**config.mk**
```make
export PLATFORM = sky130hd
export DESIGN_NAME = bn_nibble_subtractor
export DESIGN_NICKNAME = d
export VERILOG_FILES = /design/src/rtl/bn_nibble_subtractor.sv
export SDC_FILE = /design/constraint.sdc
export NUM_CORES = 1
export LEC_CHECK = 0
export CAP_MARGIN = 0
export CELL_PAD_IN_SITES_DETAIL_PLACEMENT = 0
export CELL_PAD_IN_SITES_GLOBAL_PLACEMENT = 1
export CORE_UTILIZATION = 43
export CTS_BUF_LIST = sky130_fd_sc_hd__clkbuf_8
export DETAILED_ROUTE_END_ITERATION = 10
export HOLD_SLACK_MARGIN = 0.02
export PLACE_DENSITY_LB_ADDON = 0.08
export SYNTH_ARGS = -nofsm -noshare
export SYNTH_HDL_FRONTEND = slang
export SYNTH_HIERARCHICAL = 1
export SYNTH_SLANG_ARGS = --single-unit
```
**constraint.sdc**
```tcl
create_clock -name clk -period 3.9 [get_ports clk]
set_input_delay 0.78 -clock clk [delete_from_list [all_inputs] [get_ports clk]]
set_output_delay 0.78 -clock clk [all_outputs]
set_load 0.05 [all_outputs]
```
**src/rtl/bn_nibble_subtractor.sv**
```systemverilog
// Multi-cycle N-bit subtractor: Z = X - Y computed as X + ~Y + 1,
// one nibble per clock through a single 4-bit carry-lookahead block.

// 4-bit carry-lookahead adder slice with signed overflow flag.
module b4_cla_block (
    input  logic [3:0] a,
    input  logic [3:0] b,
    input  logic       c_in,
    output logic [3:0] s,
    output logic       c_out,
    output logic       ovf
);

    logic [3:0] g;
    logic [3:0] p;
    logic [4:0] c;

    // Generate/propagate terms and flattened lookahead carries.
    always_comb begin
        g    = a & b;
        p    = a ^ b;
        c[0] = c_in;
        c[1] = g[0] | (p[0] & c_in);
        c[2] = g[1] | (p[1] & g[0]) | (p[1] & p[0] & c_in);
        c[3] = g[2] | (p[2] & g[1]) | (p[2] & p[1] & g[0])
             | (p[2] & p[1] & p[0] & c_in);
        c[4] = g[3] | (p[3] & g[2]) | (p[3] & p[2] & g[1])
             | (p[3] & p[2] & p[1] & g[0])
             | (p[3] & p[2] & p[1] & p[0] & c_in);
        s     = p ^ c[3:0];
        c_out = c[4];
        ovf   = (a[3] == b[3]) && (s[3] != a[3]);
    end

endmodule

module bn_nibble_subtractor #(
    parameter int N = 16
) (
    input  logic         clk,
    input  logic         rst_n,
    input  logic         start,
    input  logic [N-1:0] X,
    input  logic [N-1:0] Y,
    output logic         busy,
    output logic         done,
    output logic [N-1:0] Z,
    output logic         B_out,
    output logic         overflow
);

    localparam int NIB = N / 4;
    localparam int CW  = (NIB > 1) ? $clog2(NIB) : 1;
    localparam logic [CW-1:0] LAST = CW'(NIB - 1);

    // Reject widths that cannot be split into at least two whole nibbles.
    if ((N % 4 != 0) || (N < 8)) begin : g_bad_n
        $error("bn_nibble_subtractor: N must be a multiple of 4 and >= 8");
    end

    typedef enum logic {
        IDLE = 1'b0,
        RUN  = 1'b1
    } state_t;

    state_t        state_q, state_d;
    logic [N-1:0]  a_q, a_d;
    logic [N-1:0]  b_q, b_d;
    logic [N-1:0]  z_q, z_d;
    logic [CW-1:0] cnt_q, cnt_d;
    logic          carry_q, carry_d;
    logic          bout_q, bout_d;
    logic          ovf_q, ovf_d;
    logic          done_q, done_d;

    logic [CW+1:0] nib_base;
    logic [3:0]    nib_a;
    logic [3:0]    nib_b;
    logic [3:0]    nib_s;
    logic          nib_c_out;
    logic          nib_ovf;

    // Select the current nibble of each operand register.
    always_comb begin
        nib_base = {cnt_q, 2'b00};
        nib_a    = a_q[nib_base +: 4];
        nib_b    = b_q[nib_base +: 4];
    end

    b4_cla_block u_cla (
        .a     (nib_a),
        .b     (nib_b),
        .c_in  (carry_q),
        .s     (nib_s),
        .c_out (nib_c_out),
        .ovf   (nib_ovf)
    );

    // Next-state and datapath update for the IDLE/RUN controller.
    always_comb begin
        state_d = state_q;
        a_d     = a_q;
        b_d     = b_q;
        z_d     = z_q;
        cnt_d   = cnt_q;
        carry_d = carry_q;
        bout_d  = bout_q;
        ovf_d   = ovf_q;
        done_d  = 1'b0;
        unique case (state_q)
            IDLE: begin
                if (start) begin
                    a_d     = X;
                    b_d     = ~Y;
                    carry_d = 1'b1;
                    cnt_d   = '0;
                    z_d     = '0;
                    state_d = RUN;
                end
            end
            RUN: begin
                z_d[nib_base +: 4] = nib_s;
                carry_d = nib_c_out;
                cnt_d   = cnt_q + CW'(1);
                if (cnt_q == LAST) begin
                    bout_d  = ~nib_c_out;
                    ovf_d   = nib_ovf;
                    done_d  = 1'b1;
                    cnt_d   = '0;
                    state_d = IDLE;
                end
            end
            default: state_d = IDLE;
        endcase
    end

    // State and datapath registers, cleared asynchronously.
    always_ff @(posedge clk or negedge rst_n) begin
        if (!rst_n) begin
            state_q <= IDLE;
            a_q     <= '0;
            b_q     <= '0;
            z_q     <= '0;
            cnt_q   <= '0;
            carry_q <= 1'b0;
            bout_q  <= 1'b0;
            ovf_q   <= 1'b0;
            done_q  <= 1'b0;
        end else begin
            state_q <= state_d;
            a_q     <= a_d;
            b_q     <= b_d;
            z_q     <= z_d;
            cnt_q   <= cnt_d;
            carry_q <= carry_d;
            bout_q  <= bout_d;
            ovf_q   <= ovf_d;
            done_q  <= done_d;
        end
    end

    assign busy     = (state_q == RUN);
    assign done     = done_q;
    assign Z        = z_q;
    assign B_out    = bout_q;
    assign overflow = ovf_q;

endmodule

```
# After elaboration in Yosys (flattened, before gate mapping)
# Index checks and enable logic that the tools add are counted.
# word_totals
regBits,55
word_cells,67
inputBits,35
output_inout_bits,20
# classes
n_mux,13
reduce_logical,3
eq_ne,4
shift,4
n_addsub,2
bitwise,32
# op_table
cell,count
one-hot mux 16 bit (2 select lines),1
indexed part select 16 x 5 -> 4 bit,2
bitwise AND 1 bit,16
bitwise mux 16 bit,1
two-way mux 16 bit,1
NOT 16 bit,1
variable shift 4 x 6 -> 16 bit (first input constant),1
indexed part select 4 x 6 -> 16 bit,1
bitwise OR 1 bit,10
bitwise XOR 4 bit,2
negator 4 -> 6 bit,1
two-way mux 1 bit,5
bitwise AND 4 bit,1
two-way mux 2 bit,2
one-hot mux 1 bit (2 select lines),2
one-hot mux 2 bit (2 select lines),1
AND reduction 2 bit,2
adder 2 x 1 -> 2 bit (second input constant),1
== test 2 bit (second input constant),1
!= test 2 bit (second input constant),1
NOT 1 bit,2
== test 1 bit,1
logical AND 1 bit,1
!= test 1 bit,1

# Logic depth before layout (Yosys ltp)
# logic_depth
depth_word,10
depth_mapped,8
ltp_nobuf,7

# Hierarchy
# The synthesis kept the hierarchy.
# by_module_without_submodules
mod,seq_area_each_um2,area_per_inst_um2,cells_each,n_inst
bn_nibble_subtractor,1376.3,2547.4,177,1
b4_cla_block,0.0,193.9,22,1

# Worst setup path before layout
# No wires, ideal clock.
# synth_path
kind,register to register
from,reg cnt_q[0]
to,"reg ovf_q, in the netlist overflow"
setup_ns,0.125
slack_ns,1.180
t_required_ns,3.775
arrival_time_ns,2.595
path_buffers,1
synth_period_minus_slack_ns,2.720
stages_incl_launch_ff,8
path_cell_list,dfrtp_1 > buf_4 > mux4_2 > ha_1 > a211o_1 > a21oi_4 > mux2_4 > mux2_2
# synth_between
word_cells_on_any_way,18
cone_classes,eq/ne: 3; shift: 2; bitwise: 11; reduce/logical: 2
# synth_rtl
element,line_no,text
"start, declared",70,"logic [CW-1:0] cnt_q, cnt_d;"
"start signal, assigned",154,cnt_q <= cnt_d;
indexed part select 16 x 5 -> 4 bit (*),86,nib_a = a_q[nib_base +: 4];
via nib_a[0],77,logic [3:0] nib_a;
bitwise AND 4 bit / bitwise XOR 4 bit (equally long branches),"20, 21",
"bitwise AND 1 bit, on equally long branches","25, 26",
bitwise OR 1 bit / bitwise AND 1 bit (equally long branches),"25, 26",
bitwise OR 1 bit (*),26,| (p[2] & p[1] & p[0] & c_in);
bitwise XOR 4 bit (*),30,s = p ^ c[3:0];
!= test 1 bit (*),32,ovf = (a[3] == b[3]) && (s[3] != a[3]);
logical AND 1 bit (*),32,
via nib_ovf,81,logic nib_ovf;
"end signal, assigned",157,ovf_q <= ovf_d;
"end, declared",73,"logic ovf_q, ovf_d;"
# Mark *: on every way through the listed nets, which the timed path passes. The rest lies on a longest branch.
# A chain may end at the register's enable or synchronous reset.

# Final worst setup path
# layout_path
from,reg cnt_q[0]
to,"reg z_q[15], in the netlist Z[15]"
# layout_between
word_cells_on_any_way,25
cone_classes,add/sub: 1; shift: 4; mux: 2; bitwise: 18
# layout_rtl
element,line_no,text
indexed part select 16 x 5 -> 4 bit (*),86,
via nib_a[0],77,
bitwise AND 4 bit / bitwise XOR 4 bit (equally long branches),"20, 21",
"bitwise AND 1 bit, on equally long branches","25, 26",
bitwise OR 1 bit / bitwise AND 1 bit (equally long branches),"25, 26",
bitwise OR 1 bit (*),26,
bitwise XOR 4 bit (*),30,
via nib_s[3],79,logic [3:0] nib_s;
indexed part select 4 x 6 -> 16 bit (*),122,z_d[nib_base +: 4] = nib_s;
bitwise mux 16 bit (*),122,
one-hot mux 16 bit (2 select lines) (*),110,unique case (state_q)
"end signal, assigned",153,z_q <= z_d;
"end, declared",69,"logic [N-1:0] z_q, z_d;"
# Marked as above.

==> results.py <==
metrics = {
    "clock_network": {
        "clk_path_buf_depth": 2,
        "htree_levels": 2,
        "clk_pin_slew_ps": 100,
        "clock-root-buffer": "clkbuf_8",
        "cts_resized": 0,
        "postCtsSetupBuffers": 0,
        "postCtsHoldBufs": 0,
        "tritoncts": "built",
        "clock_latency_ps": 300,
        "clock-sinks": 55,
        "cts_buffers": 5,
    },
    "global_route": {
        "grt_pass1_vias": 1692,
        "use_met3_pct": 3.11,
        "use_met1_pct": 21.7,
        "grt_busiest_layer": "met2",
        "use_met2_pct": 27.4,
        "grt.total_usage_pct": 16.4,
        "antenna_found_initial": 0,
        "grt_pass1_wl_um": 8140,
        "grt_overflow": 0,
        "grt_max_degree": 38,
    },
    "sta": {
        "tns_ps": 0,
        "rsz0062_at_grt": "false",
        "clock.fmax_ghz": 0.361,
        "finalHoldViolations": 0,
        "fin_crit_sh_pct": 71.0,
        "drv_slew": 0,
        "layout_setup_ws_ps": 1130,
        "tightest_slew_ps": 802,
        "layout_min_cycle_time_ps": 2770,
        "maxSlewHeadroom_pct": 46.6,
        "setup_viol": 0,
        "skew_ps": 8.32,
    },
    "finish": {
        "drive_above_1_share_pct": 16.9,
        "n_antenna_cell": 0,
        "multi_input_area_um2": 1160,
        "area_delta_synth_final_pct": 23.6,
        "register_area_um2": 1380,
        "num-fill-cells": 517,
        "layout.nets": 300,
    },
    "synthesis": {
        "synth_area_leaders": "dfrtp_1, mux2_4, mux2i_1",
        "async_reset_ff_share_pct": 100,
        "postSynthAreaPerCell_um2": 13.8,
        "ys.flop_type": "dfrtp_1",
        "synth_most_common_cell": "dfrtp_1",
        "synth_cells": 199,
        "synthesis.area_um2": 2740,
        "ys_warn_count": 6,
        "synth_common_cells": "dfrtp_1, inv_1, mux2i_1, mux2_4, ha_1",
        "yosysUniqueCellTypes": 36,
        "synth_top_area_share_pct": 50.2,
        "synth_edf_count": 0,
        "seq_area_frac_synth_pct": 50.2,
        "synthesis.nets": 245,
        "synth-seq-cells": 55,
        "yosys.area.top_type": "dfrtp_1",
    },
    "route": {
        "via_per_inst": 5.00,
        "first_iter_violations": 65,
        "firstDrtPassIters": 5,
        "wl_per_cell_um": 14.7,
        "ant_nets": 0,
        "drc": 0,
        "routed_wl_um": 4820,
        "vias": 1644,
    },
    "worst_setup_path": {
        "cp.arrival_ps": 2980,
        "path_class": "reg -> reg",
        "worstPathRequired_ps": 4110,
        "path_max_fanout": 8,
        "cp-start-kind": "flip-flop",
        "cp-end-kind": "flip-flop",
    },
    "placement": {
        "gp_congestion": 0.724,
        "dpl.hpwl_um": 3600,
        "place_ws_ps": 1080,
        "io_buffers": 54,
    },
    "job": {
        "maxCapViolations": 0,
    },
    "floorplanning": {
        "die_w_um": 81.8,
        "die_h_um": 81.8,
        "start_util_pct": 45.5,
        "num_io_pins": 55,
        "num_rows": 28,
        "dieArea_um2": 6700,
        "core_area_um2": 6030,
    },
    "hold_path": {
        "worstHoldPathType": "reg -> reg",
    },
    "status": {
        "status": "completed",
    },
}
[stage by stage]
stage          cell area (um^2)  instances  util, %  hold slack, ps
5_1_grt                    3390        329     56.2             524
3_5_place_dp               3300        322     54.8             482
6_report                   3390        329     56.2             500
3_3_place_gp               3300        322     54.8             482
2_1_floorplan              2740        199        -             475
4_1_cts                    3390        329     56.2             505
[cell type report]
type / count / area share [%]
clock buffer: 6 / 2.44
clock inverter: 1 / 0.148
inverter: 29 / 3.21
multi-input combinational: 106 / 34.3
sequential: 55 / 40.6
tap: 75 / 2.77
timing repair buffer: 57 / 16.5
[cells in the final DEF (no fill, tap or decap), types with 2 or more instances in the layout]
| master | netlist | final |
|---|---|---|
| clkbuf_8 | 0 | 6 |
| mux2_4 | 15 | 15 |
| buf_4 | 3 | 3 |
| ha_1 | 10 | 10 |
| mux2i_1 | 20 | 20 |
| a22o_1 | 4 | 4 |
| a21oi_1 | 2 | 2 |
| o32ai_1 | 4 | 4 |
| mux2_2 | 4 | 4 |
| dfrtp_1 | 55 | 55 |
| nor2_1 | 3 | 3 |
| nand2b_1 | 2 | 2 |
| xnor2_1 | 2 | 2 |
| nand2_1 | 7 | 7 |
| inv_1 | 29 | 29 |
| a32o_1 | 8 | 8 |
| nor2b_1 | 2 | 2 |
| mux4_2 | 8 | 8 |
| clkdlybuf4s50_1 | 0 | 53 |
[cells by family after synthesis]
family | Yosys count | synth area share [%]
buffers and inverters | 38 | 7.39
muxes | 47 | 23.7
and+or+nand+nor | 19 | 4.06
DFF | 55 | 50.2
xor gates and xnor gates | 2 | 0.639
adders and majority gates | 11 | 5.29
AOI/OAI and AO/OA | 27 | 8.67
[per-layer routing]
metal	routed length (um)	vias to the layer above
met4	53	0
met2	2310	46
met1	2280	784
li1	-	808
met3	184	6
met5	0	-
[registers in the layout (all words and copies together), names as in the netlist]
name / cells
a_q: 16
b_q: 16
carry_q: 1
done: 1
B_out: 1
busy: 1
cnt_q: 2
overflow: 1
Z: 16
[worst max-delay path, cell delays in order (launching register included)]
cell and delay, ps:
dfrtp_1 650, mux4_2 590, ha_1 320, a211o_1 340, a21oi_4 190, xnor2_1 270, nand2_1 100, o32ai_1 220
[worst paths after layout]
kind | from | end | slack (ps) | cells after the start
worst max-delay path | cnt_q[0] | Z[15] | 1130 | 7
worst min-delay path | Z[8] | Z[8] | 500 | 1
worst max register to register | cnt_q[0] | Z[15] | 1130 | 7
worst min register to register | Z[8] | Z[8] | 500 | 1
max in group asynchronous | rst_n | a_q[12] | 2580 | 2
min in group asynchronous | rst_n | Z[2] | 550 | 1
Power is not shown: default switching activity piles up to over one toggle a cycle in this logic, so the estimate is an artifact.
